File: src/rtl/hazard_unit.sv
// Hazard unit: load-use stalls, redirect flushes and EX-stage forward selects
// for the ID/EX stage, plus saturating stall/flush event counters.
module hazard_unit #(
  parameter int CNT_W     = 16,
  parameter int XLEN_REGS = 5
) (
  input  logic                 clk,
  input  logic                 rst_n,
  input  logic [XLEN_REGS-1:0] rs1_id,
  input  logic [XLEN_REGS-1:0] rs2_id,
  input  logic                 uses_rs1_id,
  input  logic                 uses_rs2_id,
  input  logic [XLEN_REGS-1:0] rd_ex,
  input  logic                 im_to_rf_ex,
  input  logic                 load_ex,
  input  logic [XLEN_REGS-1:0] rd_mem,
  input  logic                 im_to_rf_mem,
  input  logic                 branch_taken_ex,
  input  logic                 jump_ex,
  output logic                 stall_pc,
  output logic                 stall_if_id,
  output logic                 flush_if_id,
  output logic                 flush_id_ex,
  output logic [1:0]           fwd_a_ex,
  output logic [1:0]           fwd_b_ex,
  output logic [1:0]           state_o,
  output logic [CNT_W-1:0]     stall_cnt,
  output logic [CNT_W-1:0]     flush_cnt
);

  typedef enum logic [1:0] {
    RUN      = 2'b00,
    LU_STALL = 2'b01,
    REDIRECT = 2'b10,
    UNUSED   = 2'b11
  } state_t;

  localparam logic [1:0]       FWD_RF  = 2'b00;
  localparam logic [1:0]       FWD_MEM = 2'b01;
  localparam logic [1:0]       FWD_WB  = 2'b10;
  localparam logic [CNT_W-1:0] CNT_MAX = '1;
  localparam logic [CNT_W-1:0] CNT_ONE = {{(CNT_W-1){1'b0}}, 1'b1};

  logic depExA, depExB, depMemA, depMemB;
  logic redirect, loadUse;
  logic [1:0] nxtA, nxtB;

  state_t           state_q, state_d;
  logic [1:0]       fwd_a_q, fwd_a_d, fwd_b_q, fwd_b_d;
  logic [CNT_W-1:0] stall_cnt_q, stall_cnt_d, flush_cnt_q, flush_cnt_d;

  // Register x0 is hardwired to zero, so a dependency on it is never real.
  assign depExA  = uses_rs1_id & im_to_rf_ex  & (rd_ex  == rs1_id) & (rs1_id != '0);
  assign depExB  = uses_rs2_id & im_to_rf_ex  & (rd_ex  == rs2_id) & (rs2_id != '0);
  assign depMemA = uses_rs1_id & im_to_rf_mem & (rd_mem == rs1_id) & (rs1_id != '0);
  assign depMemB = uses_rs2_id & im_to_rf_mem & (rd_mem == rs2_id) & (rs2_id != '0);

  assign redirect = branch_taken_ex | jump_ex;
  assign loadUse  = ~redirect & load_ex & (depExA | depExB);

  assign stall_pc    = loadUse;
  assign stall_if_id = loadUse;
  assign flush_if_id = redirect;
  assign flush_id_ex = redirect | loadUse;

  // Nearer producer (EX/MEM) takes precedence over the older MEM/WB value.
  assign nxtA = depExA ? FWD_MEM : (depMemA ? FWD_WB : FWD_RF);
  assign nxtB = depExB ? FWD_MEM : (depMemB ? FWD_WB : FWD_RF);

  always_comb begin
    fwd_a_d     = flush_id_ex ? FWD_RF : nxtA;
    fwd_b_d     = flush_id_ex ? FWD_RF : nxtB;
    stall_cnt_d = stall_cnt_q;
    flush_cnt_d = flush_cnt_q;
    if (loadUse && stall_cnt_q != CNT_MAX) stall_cnt_d = stall_cnt_q + CNT_ONE;
    if (redirect && flush_cnt_q != CNT_MAX) flush_cnt_d = flush_cnt_q + CNT_ONE;
    // Every state, including the unused encoding, follows the same transitions.
    if (redirect)     state_d = REDIRECT;
    else if (loadUse) state_d = LU_STALL;
    else              state_d = RUN;
  end

  always_ff @(posedge clk or negedge rst_n) begin
    if (!rst_n) begin
      state_q     <= RUN;
      fwd_a_q     <= FWD_RF;
      fwd_b_q     <= FWD_RF;
      stall_cnt_q <= '0;
      flush_cnt_q <= '0;
    end else begin
      state_q     <= state_d;
      fwd_a_q     <= fwd_a_d;
      fwd_b_q     <= fwd_b_d;
      stall_cnt_q <= stall_cnt_d;
      flush_cnt_q <= flush_cnt_d;
    end
  end

  assign fwd_a_ex  = fwd_a_q;
  assign fwd_b_ex  = fwd_b_q;
  assign state_o   = state_q;
  assign stall_cnt = stall_cnt_q;
  assign flush_cnt = flush_cnt_q;

endmodule
File: config.mk
export PLATFORM = sky130hd
export DESIGN_NAME = hazard_unit
export DESIGN_NICKNAME = d
export VERILOG_FILES = /design/src/rtl/hazard_unit.sv
export SDC_FILE = /design/constraint.sdc
export NUM_CORES = 1
export LEC_CHECK = 0
export ABC_CLOCK_PERIOD_IN_PS = 2550
export CORE_UTILIZATION = 45
export DETAILED_ROUTE_END_ITERATION = 7
export PLACE_DENSITY = 0.8
export SLEW_MARGIN = 40
export SYNTH_ARGS = -nofsm -noshare
export SYNTH_HDL_FRONTEND = slang
export SYNTH_SLANG_ARGS = --single-unit
export TNS_END_PERCENT = 20
File: constraint.sdc
create_clock -name clk -period 2.55 [get_ports clk]
set_input_delay 0.51 -clock clk [delete_from_list [all_inputs] [get_ports clk]]
set_output_delay 0.51 -clock clk [all_outputs]
set_load 0.05 [all_outputs]
# Word-level counts from Yosys, hierarchy flattened
# Cells that the tools add are included.
# totals
output_inout_bits	42
input_bits	29
register_bits	38
elab_cells	43
# op_classes
bitwise_logic	18
n_addsub	2
n_mux	8
eq_ne	6
reduce_logical	4
# ops
op	count
16-bit by 1-bit adder with 16-bit output, second input constant	2
16-bit != test, second input constant	2
5-bit equality test	4
1-bit bitwise AND	14
2-bit 2-to-1 mux	7
5-bit nonzero test	2
1-bit OR	3
1-bit logical AND	2
1-bit 2-to-1 mux	1
1-bit NOT	1

# Longest topological paths before layout
# Gate-level depths: netlist of run 1.
# depth
depth_word	7
mapped_depth	7

# Worst setup path after synthesis of run 1
# Ideal clock, no wire load.
# synth_path
path_kind	input -> output
from	in rs2_id[0]
to	out stall_pc
t_arrival_ps	2057
cell_stages	6
path_slack_ps	-17
path_buffers	1
cell_sequence	or4_4 -> o21ai_2 -> nor3_4 -> o21ai_4 -> inv_1 -> buf_4
# synth_between
elab_chain_len	5
elab_cells_between_ends	6
classes_between	eq/ne (1); bitwise (4); reduce/logical (1)
# synth_rtl
element	line_no	source
start: declaration	10	input logic [XLEN_REGS-1:0] rs2_id,
5-bit equality test	54	assign depExB = uses_rs2_id & im_to_rf_ex & (rd_ex == rs2_id) & (rs2_id != '0);
1-bit bitwise AND	54	
1-bit bitwise AND *	54	
1-bit OR *	59	assign loadUse = ~redirect & load_ex & (depExA | depExB);
1-bit bitwise AND *	59	
end: declaration	20	output logic stall_pc,
# Mark *: on every way between the ends. The rest lies on a longest branch, timed or not.

# Worst setup path after layout of run 1
# layout_path
from	in rs2_id[2]
to	out flush_id_ex
# layout_between
elab_chain_len	6
elab_cells_between_ends	7
classes_between	eq/ne (1); bitwise (5); reduce/logical (1)
# layout_rtl
element	line_no	source
5-bit equality test	54	
1-bit bitwise AND	54	
1-bit bitwise AND *	54	
1-bit OR *	59	
1-bit bitwise AND *	59	
1-bit OR *	64	assign flush_id_ex = redirect | loadUse;
end: declaration	23	output logic flush_id_ex,
# Marked as above.

==> out/qor.txt, run 1 <==
Setup violators final: 0
N_diodes: 0
Cell area after synthesis: 2060 um2
Global-route wire length before repair: 8.22 mm
DRC viols: 0
Final period util: 0.984
Post-synth EDFFs: 0
WP buf/inv: 2
Clock sinks: 38
Cells after Synth: 193
Vias in the first global route: 1,816
Tot GR Track Use: 0.216
Final ANT Viol Nets: 0
Die area: 4850 um2
Final wirelength: 5.03 mm
Clk_skew: 2.86 ps
CP Depth: 8
Area Overhead vs Synth: 48.5%
DR vias: 1,800
Final non-filler cell total: 344
Synth cell types: 40
Ratio of cells with drive above 1 in the final layout: 0.205
Status: finished clean
Seq pwr share: 0.422
GP Congestion: 0.812
CP max FO: 4
Pwr Density: 584 nW/um2
CP delay by family, top: simple AND/OR/NAND/NOR gates
Max Cap Violations: 0
Int Pwr: 1.13 mW
Die W: 69.7 um
Routed len/inst: 14.6 um
Syn_nets: 224
Critical Path Start: rs2_id[2]
CP Cell Sequence: clkdlybuf4s15_1, or4_4, o21ai_4, nor3_4, or2_4, nand2_1, nand2_1, buf_6
Worst slew margin: 0.561
Die outline height: 69.7 um
Worst skew pair latency: 290 ps
Arrival @ worst endpoint: 2000 ps
Via density: 5.23
Lkg Pwr: 1.32 nW
Drt pass-1 iters: 4
CTS tree: done
Synthesis Warnings: 0
Post-synth top area cell: dfrtp_1
Flops & latches, synth: 38
Synth area leaders: dfrtp_1, xnor2_1, xor2_1
Inst Count DP: 335
Switching share of total power: 0.371
Post-Layout Inst Area: 3060 um2
Highest clock rate: 398 MHz
Crit path capture type: output pin
Register area share after synthesis: 0.461
Period minus WS final: 2510 ps
Clk slew on worst S/H paths: 70 ps
Power share of the clock group: 0.228
Endpoints failing hold: 0
1st-iter DRT viols: 68
Peak supply drop: 342 uV
IO Pins: 71
Worst Reg-to-Reg Cells: 8
CP max stage cell: or4_4
Post-DP HPWL: 3.79 mm
Most common cell on crit path: nand2_1
Asr flop ratio synth: 1.00
Net Sw Power: 0.664 mW
Mean area per synthesized cell: 10.7 um2
Max Transition Viols Final: 0
Worst hold path class: input pin to async pin
Clk root buf: clkbuf_8
Share of the synthesized area in the top cell type: 0.461
Crit-path max cell delay: 490 ps
Main synth FF type: dfrtp_1
Post-CTS Hold Buffers: 0
CP required: 2040 ps
Comb pwr share: 0.350
Setup crit start kind: input pin
Pin count of the biggest net entering global routing: 39
Row count: 24
Core area: 4380 um2
Initial core utilization: 0.470
Global-route congestion overflow total: 0
Nets: 324
IO buf count: 70
Fillers: 344
Initial antenna violation count: 0
Kind of critical path: input pin to output pin
H-tree levels: 2
Total CTS buffers: 5
Slew @ Worst Pin: 653 ps
Reg2reg start: flush_cnt[0]
TNS Setup: 0 ps
R2R Setup Slk: 510 ps
Area after DPL: 2960 um2
Clock Path Buffers: 2
[path summary, 6_finish.rpt]
path	end
max in group asynchronous	flush_cnt[0]
min	flush_cnt[8]
min in group clk	stall_cnt[9]
max reg2reg	flush_cnt[15]
min reg2reg	stall_cnt[9]
max	flush_id_ex
[sequential cells by signal, summed over array words and instances (netlist names)]
| signal | count |
|---|---|
| fwd_a_ex | 2 |
| flush_cnt | 16 |
| state_o | 2 |
| stall_cnt | 16 |
| fwd_b_ex | 2 |
[worst reg2reg max path: cells and delay by family, from the launching register on]
kind,cells,cell delay (ps)
XOR/XNOR,1,130
adder cells (fa/ha/maj),1,180
buffers and inverters,1,180
flip-flops,1,400
AND/OR/NAND/NOR,5,1020
[power groups by stage]
stage / clock (mW) / sequential, mW / combinational [mW]
3_3_place_gp: 0 / 0.763 / 0.618
4_1_cts: 0.413 / 0.755 / 0.631
2_1_floorplan: 0 / 0.974 / 0.155
5_1_grt: 0.438 / 0.771 / 0.660
6_report: 0.407 / 0.755 / 0.627
3_5_place_dp: 0 / 0.767 / 0.634
[synth_stat cells (2+ instances only)]
library cell and instances:
nand4_1 13, or2_2 2, nand4_2 2, a21oi_1 2
xnor2_1 28, a2111oi_0 2, inv_1 4, nand2_1 19
ha_1 2, nor3_1 6, dfrtp_1 38, o21ai_2 2
xor2_1 20, nor3b_1 2, nand3_1 10, nor4_1 3
nor3_4 2, nor2_1 14
[repair_timing]
| action | CTS | global route |
|---|---|---|
| resized for setup | 27 | 6 |
| setup endpoints to repair | 3 | 1 |
| setup buffers | 2 | 1 |
| pin swaps | 11 | 8 |
[cell families after synthesis]
family	share of synthesized area
AO/OA/AOI/OAI	0.0534
XOR/XNOR	0.204
adder cells (fa/ha/maj)	0.0121
buffers and inverters	0.0134
flip-flops	0.461
multiplexers	0.0158
AND/OR/NAND/NOR	0.240
[routing by layer]
metal | wire length [um] | track usage | share of wire | up-vias
li1 | - | - | - | 871
met1 | 2050 | 0.246 | 0.41 | 855
met2 | 2580 | 0.388 | 0.51 | 66
met3 | 312 | 0.0581 | 0.062 | 8
met4 | 79 | 0.0733 | 0.016 | 0
met5 | 0 | 0 | 0 | -
[through the flow]
step | utilization | hold WS, ps | setup WS, ps | total power, mW
after floorplan | - | 214 | -17.4 | 1.13
after global placement | 0.676 | 479 | -280 | 1.38
after detailed placement | 0.676 | 487 | -300 | 1.40
after CTS | 0.700 | 340 | 14.6 | 1.80
after global routing | 0.698 | 216 | -3.37 | 1.87
final | 0.698 | 169 | 40.6 | 1.79
[area by class of cell]
type / count / area [um2] / share of cell area
Inverter: 4 / 15.0 / 0.00491
Multi-Input combinational cell: 149 / 1100 / 0.360
Timing Repair Buffer: 95 / 846 / 0.276
Sequential cell: 38 / 951 / 0.311
Tap cell: 52 / 65.1 / 0.0213
Clock buffer: 6 / 82.6 / 0.0270
[cell usage in the layout (no fill, tap or decap), drive strengths merged, types with 4 or more instances in the layout]
cell,synthesis,final
buf,2,31
clkbuf,0,10
clkdlybuf4s50,0,50
dfrtp,38,38
dlygate4sd2,0,7
inv,4,4
nand2,19,19
nand3,11,11
nand4,15,15
nor2,15,15
nor3,8,8
nor4,4,4
xnor2,28,28
xor2,20,20
(Power assumes the default switching activity.)
==> run 2: changes to the inputs <==
Settings changed: ABC_CLOCK_PERIOD_IN_PS 2550 to 3200, CORE_UTILIZATION 45 to 49, PLACE_DENSITY 0.8 to 0.86.
Clock period 2.55 ns to 3.2 ns, I/O delays scaled along.
==> run 2 against run 1 <==
Against the previous run:
- clock skew is 0.61 ps higher
- critical path depth unchanged
- die area shrank 7.9%
- via count is 3.9% lower
- worst hold slack improved by 130 ps
- first-iteration DRC count rose by 74%
- register-to-register slack improved by 610 ps
- clock power down 18%
- combinational power fell by 21%
- largest power group unchanged
==> out/qor.txt, run 2 (synthesized netlist as in run 1, its figures left out) <==
Clock Path Buffers: 2 (unchanged)
Worst Reg-to-Reg Cells: 5 (-3)
Drt pass-1 iters: 4 (unchanged)
Setup crit start kind: input pin
Via density: 5.24 (+0.19%)
Unrepaired setup endpoints after global routing: false
Post-DP HPWL: 3.70 mm (-2.4%)
Setup violators final: 0 (unchanged)
Die W: 66.9 um (-4.0%)
Clk_skew: 3.48 ps (+0.612 ps)
TNS Setup: 0 ps (unchanged)
Clk root buf: clkbuf_8
RR Endpoint: stall_cnt[1]
Global-route congestion overflow total: 0 (unchanged)
Tot GR Track Use: 0.230 (+0.0138)
Status: finished clean
Initial core utilization: 0.511 (+0.0415)
Final wirelength: 4.53 mm (-9.9%)
Routed len/inst: 13.7 um (-6.1%)
DR vias: 1,730 (-3.9%)
Nets: 310 (-4.3%)
Clock sinks: 38 (unchanged)
Reg2reg start: stall_cnt[7]
DRC viols: 0 (unchanged)
Max Transition Viols Final: 0 (unchanged)
Number of post-CTS setup repair buffers: 0 (-2)
Area Overhead vs Synth: 45.1%
Highest clock rate: 321 MHz
Slew @ Worst Pin: 611 ps (-42.1 ps)
Lkg Pwr: 1.24 nW (-6.1%)
Worst slew margin: 0.589 (+0.0283)
Commonest non-fill, non-tap cells in the layout: clkdlybuf4s50_1, dfrtp_1, xnor2_1
N_diodes: 0 (unchanged)
Peak supply drop: 236 uV (-31%)
Crit path capture type: output pin
Die area: 4470 um2 (-7.9%)
CP required: 2560 ps (+520 ps)
Row count: 23 (-4.2%)
Pin count of the biggest net entering global routing: 39 (unchanged)
1st-iter DRT viols: 118 (+74%)
H-tree levels: 2 (unchanged)
Max Cap Violations: 0 (unchanged)
Worst hold path class: input pin to async pin
IO buf count: 70 (unchanged)
Initial antenna violation count: 0 (unchanged)
GP Congestion: 0.858 (+5.7%)
Post-Layout Inst Area: 2990 um2 (-2.3%)
CP max FO: 7 (+3)
Period minus WS final: 3110 ps
R2R Setup Slk: 1120 ps (+610 ps)
Die outline height: 66.9 um (-4.0%)
Worst skew pair latency: 280 ps (about the same)
Pwr Density: 479 nW/um2 (-18%)
CTS tree: done
Area after DPL: 2880 um2 (-2.8%)
Fin util: 0.742 (+0.0442)
Arrival @ worst endpoint: 2470 ps (+470 ps)
IO Pins: 71 (unchanged)
Final ANT Viol Nets: 0 (unchanged)
Core area: 4030 um2 (-8.1%)
Ratio of cells with drive above 1 in the final layout: 0.150 (-0.0555)
Kind of critical path: input pin to output pin
Vias in the first global route: 1,627 (-10%)
Clk slew on worst S/H paths: 70 ps (about the same)
Global-route wire length before repair: 7.55 mm (-8.2%)
Total CTS buffers: 5 (unchanged)
Most common cell after layout, fill and taps aside: clkdlybuf4s50_1
Final period util: 0.973
Endpoints failing hold: 0 (unchanged)
run 2: area by class of cell:
| class | instances | area (um2) |
|---|---|---|
| Clock buffer | 6 | 82.6 |
| Clock inverter | 2 | 12.5 |
| Fill cell | 292 | 1040 |
| Inverter | 4 | 15.0 |
| Multi-Input combinational cell | 149 | 1090 |
| Sequential cell | 38 | 951 |
| Tap cell | 50 | 62.6 |
| Timing Repair Buffer | 81 | 773 |
run 2: worst max path at each step:
stage / from / to
after CTS: rs1_id[0] / flush_id_ex
final: rs1_id[0] / flush_id_ex
after floorplan: rs2_id[0] / stall_pc
after global placement: rs1_id[0] / flush_id_ex
after detailed placement: rs1_id[0] / flush_id_ex
after global routing: rs1_id[0] / flush_id_ex
run 2: report_power, final:
group	internal (mW)	switching [mW]
Combinational	0.196	0.301
Clock	0.173	0.161
Sequential	0.532	0.0685
Total	0.902	0.530
run 2: what timing repair did:
item | 4_1_cts | 5_1_grt
hold buffers | 0 | 0
setup endpoints to repair | 0 | 1
resized for setup | 0 | 2
run 2: worst max-delay path, stage by stage:
cell             delay, ps
clkdlybuf4s50_1        440
or4_4                  560
o21ai_4                190
nor3_4                  90
or2_4                  240
nand2_1                 60
nand2_1                 60
buf_4                  190
run 2: metrics by stage:
step	hold WS (ps)	std cells	setup slack, ps	power, mW
after floorplan	344	193	373	0.900
after global routing	336	330	15.2	1.50
after global placement	480	322	112	1.09
after detailed placement	488	322	79.9	1.11
final	303	330	85.3	1.43
after CTS	471	330	74.6	1.44
run 2: routing by layer:
layer	global-route usage	wire, um	vias up
met1	0.277	1840	811
met4	0.0612	51	0
met2	0.408	2410	65
met5	0	0	-
li1	-	-	850
met3	0.0514	230	4
==> run 3: changes to the inputs <==
Settings changed: CELL_PAD_IN_SITES_DETAIL_PLACEMENT set to 1, CELL_PAD_IN_SITES_GLOBAL_PLACEMENT set to 1, CORE_UTILIZATION 49 to 37, PLACE_DENSITY 0.86 to not set, PLACE_DENSITY_LB_ADDON set to 0.1.
==> run 3 against run 2 <==
Against the previous run:
- global-route usage fell by 3.6 points
- non-clock buffer count did not move
- routed wire length rose by 11%
- combinational power barely moved
- critical path depth did not move
- sequential share of layout area fell by 0.30 points
- worst hold slack barely moved
- die area rose by 31%
- maximum frequency rose by 0.70%
- design area rose by 0.96%
- sequential power rose by 0.7%
- highest routed layer unchanged
==> out/qor.txt, run 3 (synthesized netlist as in run 1, its figures left out) <==
Status: finished clean
H-tree levels: 2 (unchanged)
Final non-filler cell total: 349 (+5.8%)
Final period util: 0.967 (-0.00680)
Worst skew pair latency: 290 ps (about the same)
Worst slew margin: 0.583 (-0.00589)
Drt pass-1 iters: 4 (unchanged)
Arrival @ worst endpoint: 2450 ps (-20 ps)
Ratio of cells with drive above 1 in the final layout: 0.147 (-0.00305)
Kind of critical path: input pin to output pin
Clock Path Buffers: 2 (unchanged)
Final wirelength: 5.05 mm (+11%)
Net Sw Power: 0.538 mW (+1.5%)
Crit path capture type: output pin
Pin count of the biggest net entering global routing: 39 (unchanged)
Routed len/inst: 14.5 um (+5.3%)
CP required: 2560 ps (about the same)
CP max stage cell: or4_4
Slew @ Worst Pin: 609 ps (-1.29 ps)
Fin util: 0.576 (-0.166)
Initial antenna violation count: 0 (unchanged)
Period minus WS final: 3090 ps (-21.8 ps)
Final ANT Viol Nets: 0 (unchanged)
GP Congestion: 0.820 (-4.5%)
Comb pwr share: 0.327 (-0.020)
Int Pwr: 0.977 mW (+8.3%)
Worst hold path class: input pin to async pin
Lkg Pwr: 1.25 nW (+0.70%)
N_diodes: 0 (unchanged)
Most common cell after layout, fill and taps aside: clkdlybuf4s50_1
Setup violators final: 0 (unchanged)
IO buf count: 70 (unchanged)
Worst Reg-to-Reg Cells: 6 (+1)
Clk slew on worst S/H paths: 80 ps (about the same)
DRC viols: 0 (unchanged)
Hold_ws: 303 ps (+0.317 ps)
Area Overhead vs Synth: 46.5%
Die outline height: 76.6 um (+15%)
Unrepaired setup endpoints after global routing: false
Number of post-CTS setup repair buffers: 0 (unchanged)
CTS resizes: 0 (unchanged)
Clk_skew: 6.80 ps (+3.32 ps)
Row count: 26 (+13%)
Die area: 5870 um2 (+31%)
CTS tree: done
TNS Setup: 0 ps (unchanged)
Setup crit start kind: input pin
CP Cell Sequence: clkdlybuf4s50_1, or4_4, o21ai_2, nor3_4, or2_4, nand2_1, nand2_1, buf_4
Switching share of total power: 0.355 (-0.0151)
IO Pins: 71 (unchanged)
Die W: 76.6 um (+15%)
Crit-path max cell delay: 540 ps (-20 ps)
Nets: 310 (unchanged)
1st-iter DRT viols: 54 (-54%)
Critical Path Start: rs2_id[0]
Initial core utilization: 0.393 (-0.118)
Reg2reg start: stall_cnt[0]
Global-route wire length before repair: 8.92 mm (+18%)
RR Endpoint: stall_cnt[1]
Total CTS buffers: 5 (unchanged)
Pwr Density: 502 nW/um2 (+4.8%)
Most common cell on crit path: nand2_1
Endpoints failing hold: 0 (unchanged)
Fillers: 582 (+99%)
Inst Count DP: 342 (+6.2%)
Max Transition Viols Final: 0 (unchanged)
Highest clock rate: 323 MHz (+0.70%)
Via density: 5.02 (-4.2%)
Core area: 5240 um2 (+30%)
DR vias: 1,752 (+1.3%)
Worst setup endpoint: flush_id_ex
Vias in the first global route: 1,797 (+10%)
Post-DP HPWL: 4.03 mm (+9.1%)
Clk root buf: clkbuf_8
Seq pwr share: 0.399 (-0.021)
CP max FO: 6 (-1)
R2R Setup Slk: 1200 ps (+80 ps)
Peak supply drop: 336 uV (+43%)
Post-CTS Hold Buffers: 0 (unchanged)
Global-route congestion overflow total: 0 (unchanged)
Power share of the clock group: 0.273 (+0.040)
Commonest non-fill, non-tap cells in the layout: clkdlybuf4s50_1, dfrtp_1, xnor2_1
Clock sinks: 38 (unchanged)
Tot GR Track Use: 0.193 (-0.0365)
Max Cap Violations: 0 (unchanged)
[run 3: metal layers]
| metal | global-route usage | part of all wire |
|---|---|---|
| met4 | 0.0519 | 0.011 |
| met5 | 0 | 0 |
| met3 | 0.0443 | 0.046 |
| met2 | 0.322 | 0.49 |
| met1 | 0.251 | 0.45 |
[run 3: worst max-delay path, delay by kind of cell]
family	cells	cell delay [ps]
buf+inv	2	620
compound gates	1	190
simple gates	5	1010
[run 3: through the flow]
step / cell area, um2 / setup WS, ps / total power, mW
2_1_floorplan: 2060 / 373 / 0.900
3_3_place_gp: 2900 / 104 / 1.10
3_5_place_dp: 2910 / 99.1 / 1.11
4_1_cts: 3020 / 93.3 / 1.54
5_1_grt: 3020 / 8.12 / 1.59
6_report: 3020 / 107 / 1.51
[run 3: how the worst min path moves through the flow]
stage               cells past startpoint  slack, ps       endpoint
detailed placement                      1        480   stall_cnt[9]
CTS                                     1        320  stall_cnt[14]
global route                            1        330  stall_cnt[14]
global placement                        1        480  stall_cnt[15]
floorplan                               0        340   flush_cnt[0]
finish                                  1        300  stall_cnt[14]
[run 3: layout make-up]
class	instances	area, um2	area share
flip-flops and latches	38	951	0.315
clock inverters	1	30.0	0.00995
repair buffers	81	771	0.255
multi-input cells	149	1080	0.358
clock buffers	6	82.6	0.0274
well taps	70	87.6	0.0290
inverters	4	15.0	0.00497
[run 3: power by group through the flow]
stage               Combinational, mW  Clock, mW  Sequential (mW)
floorplan                       0.124          0            0.776
global placement                0.487          0            0.612
detailed placement              0.499          0            0.614
CTS                             0.504      0.427            0.606
global route                    0.528      0.446            0.615
finish                          0.496      0.414            0.605
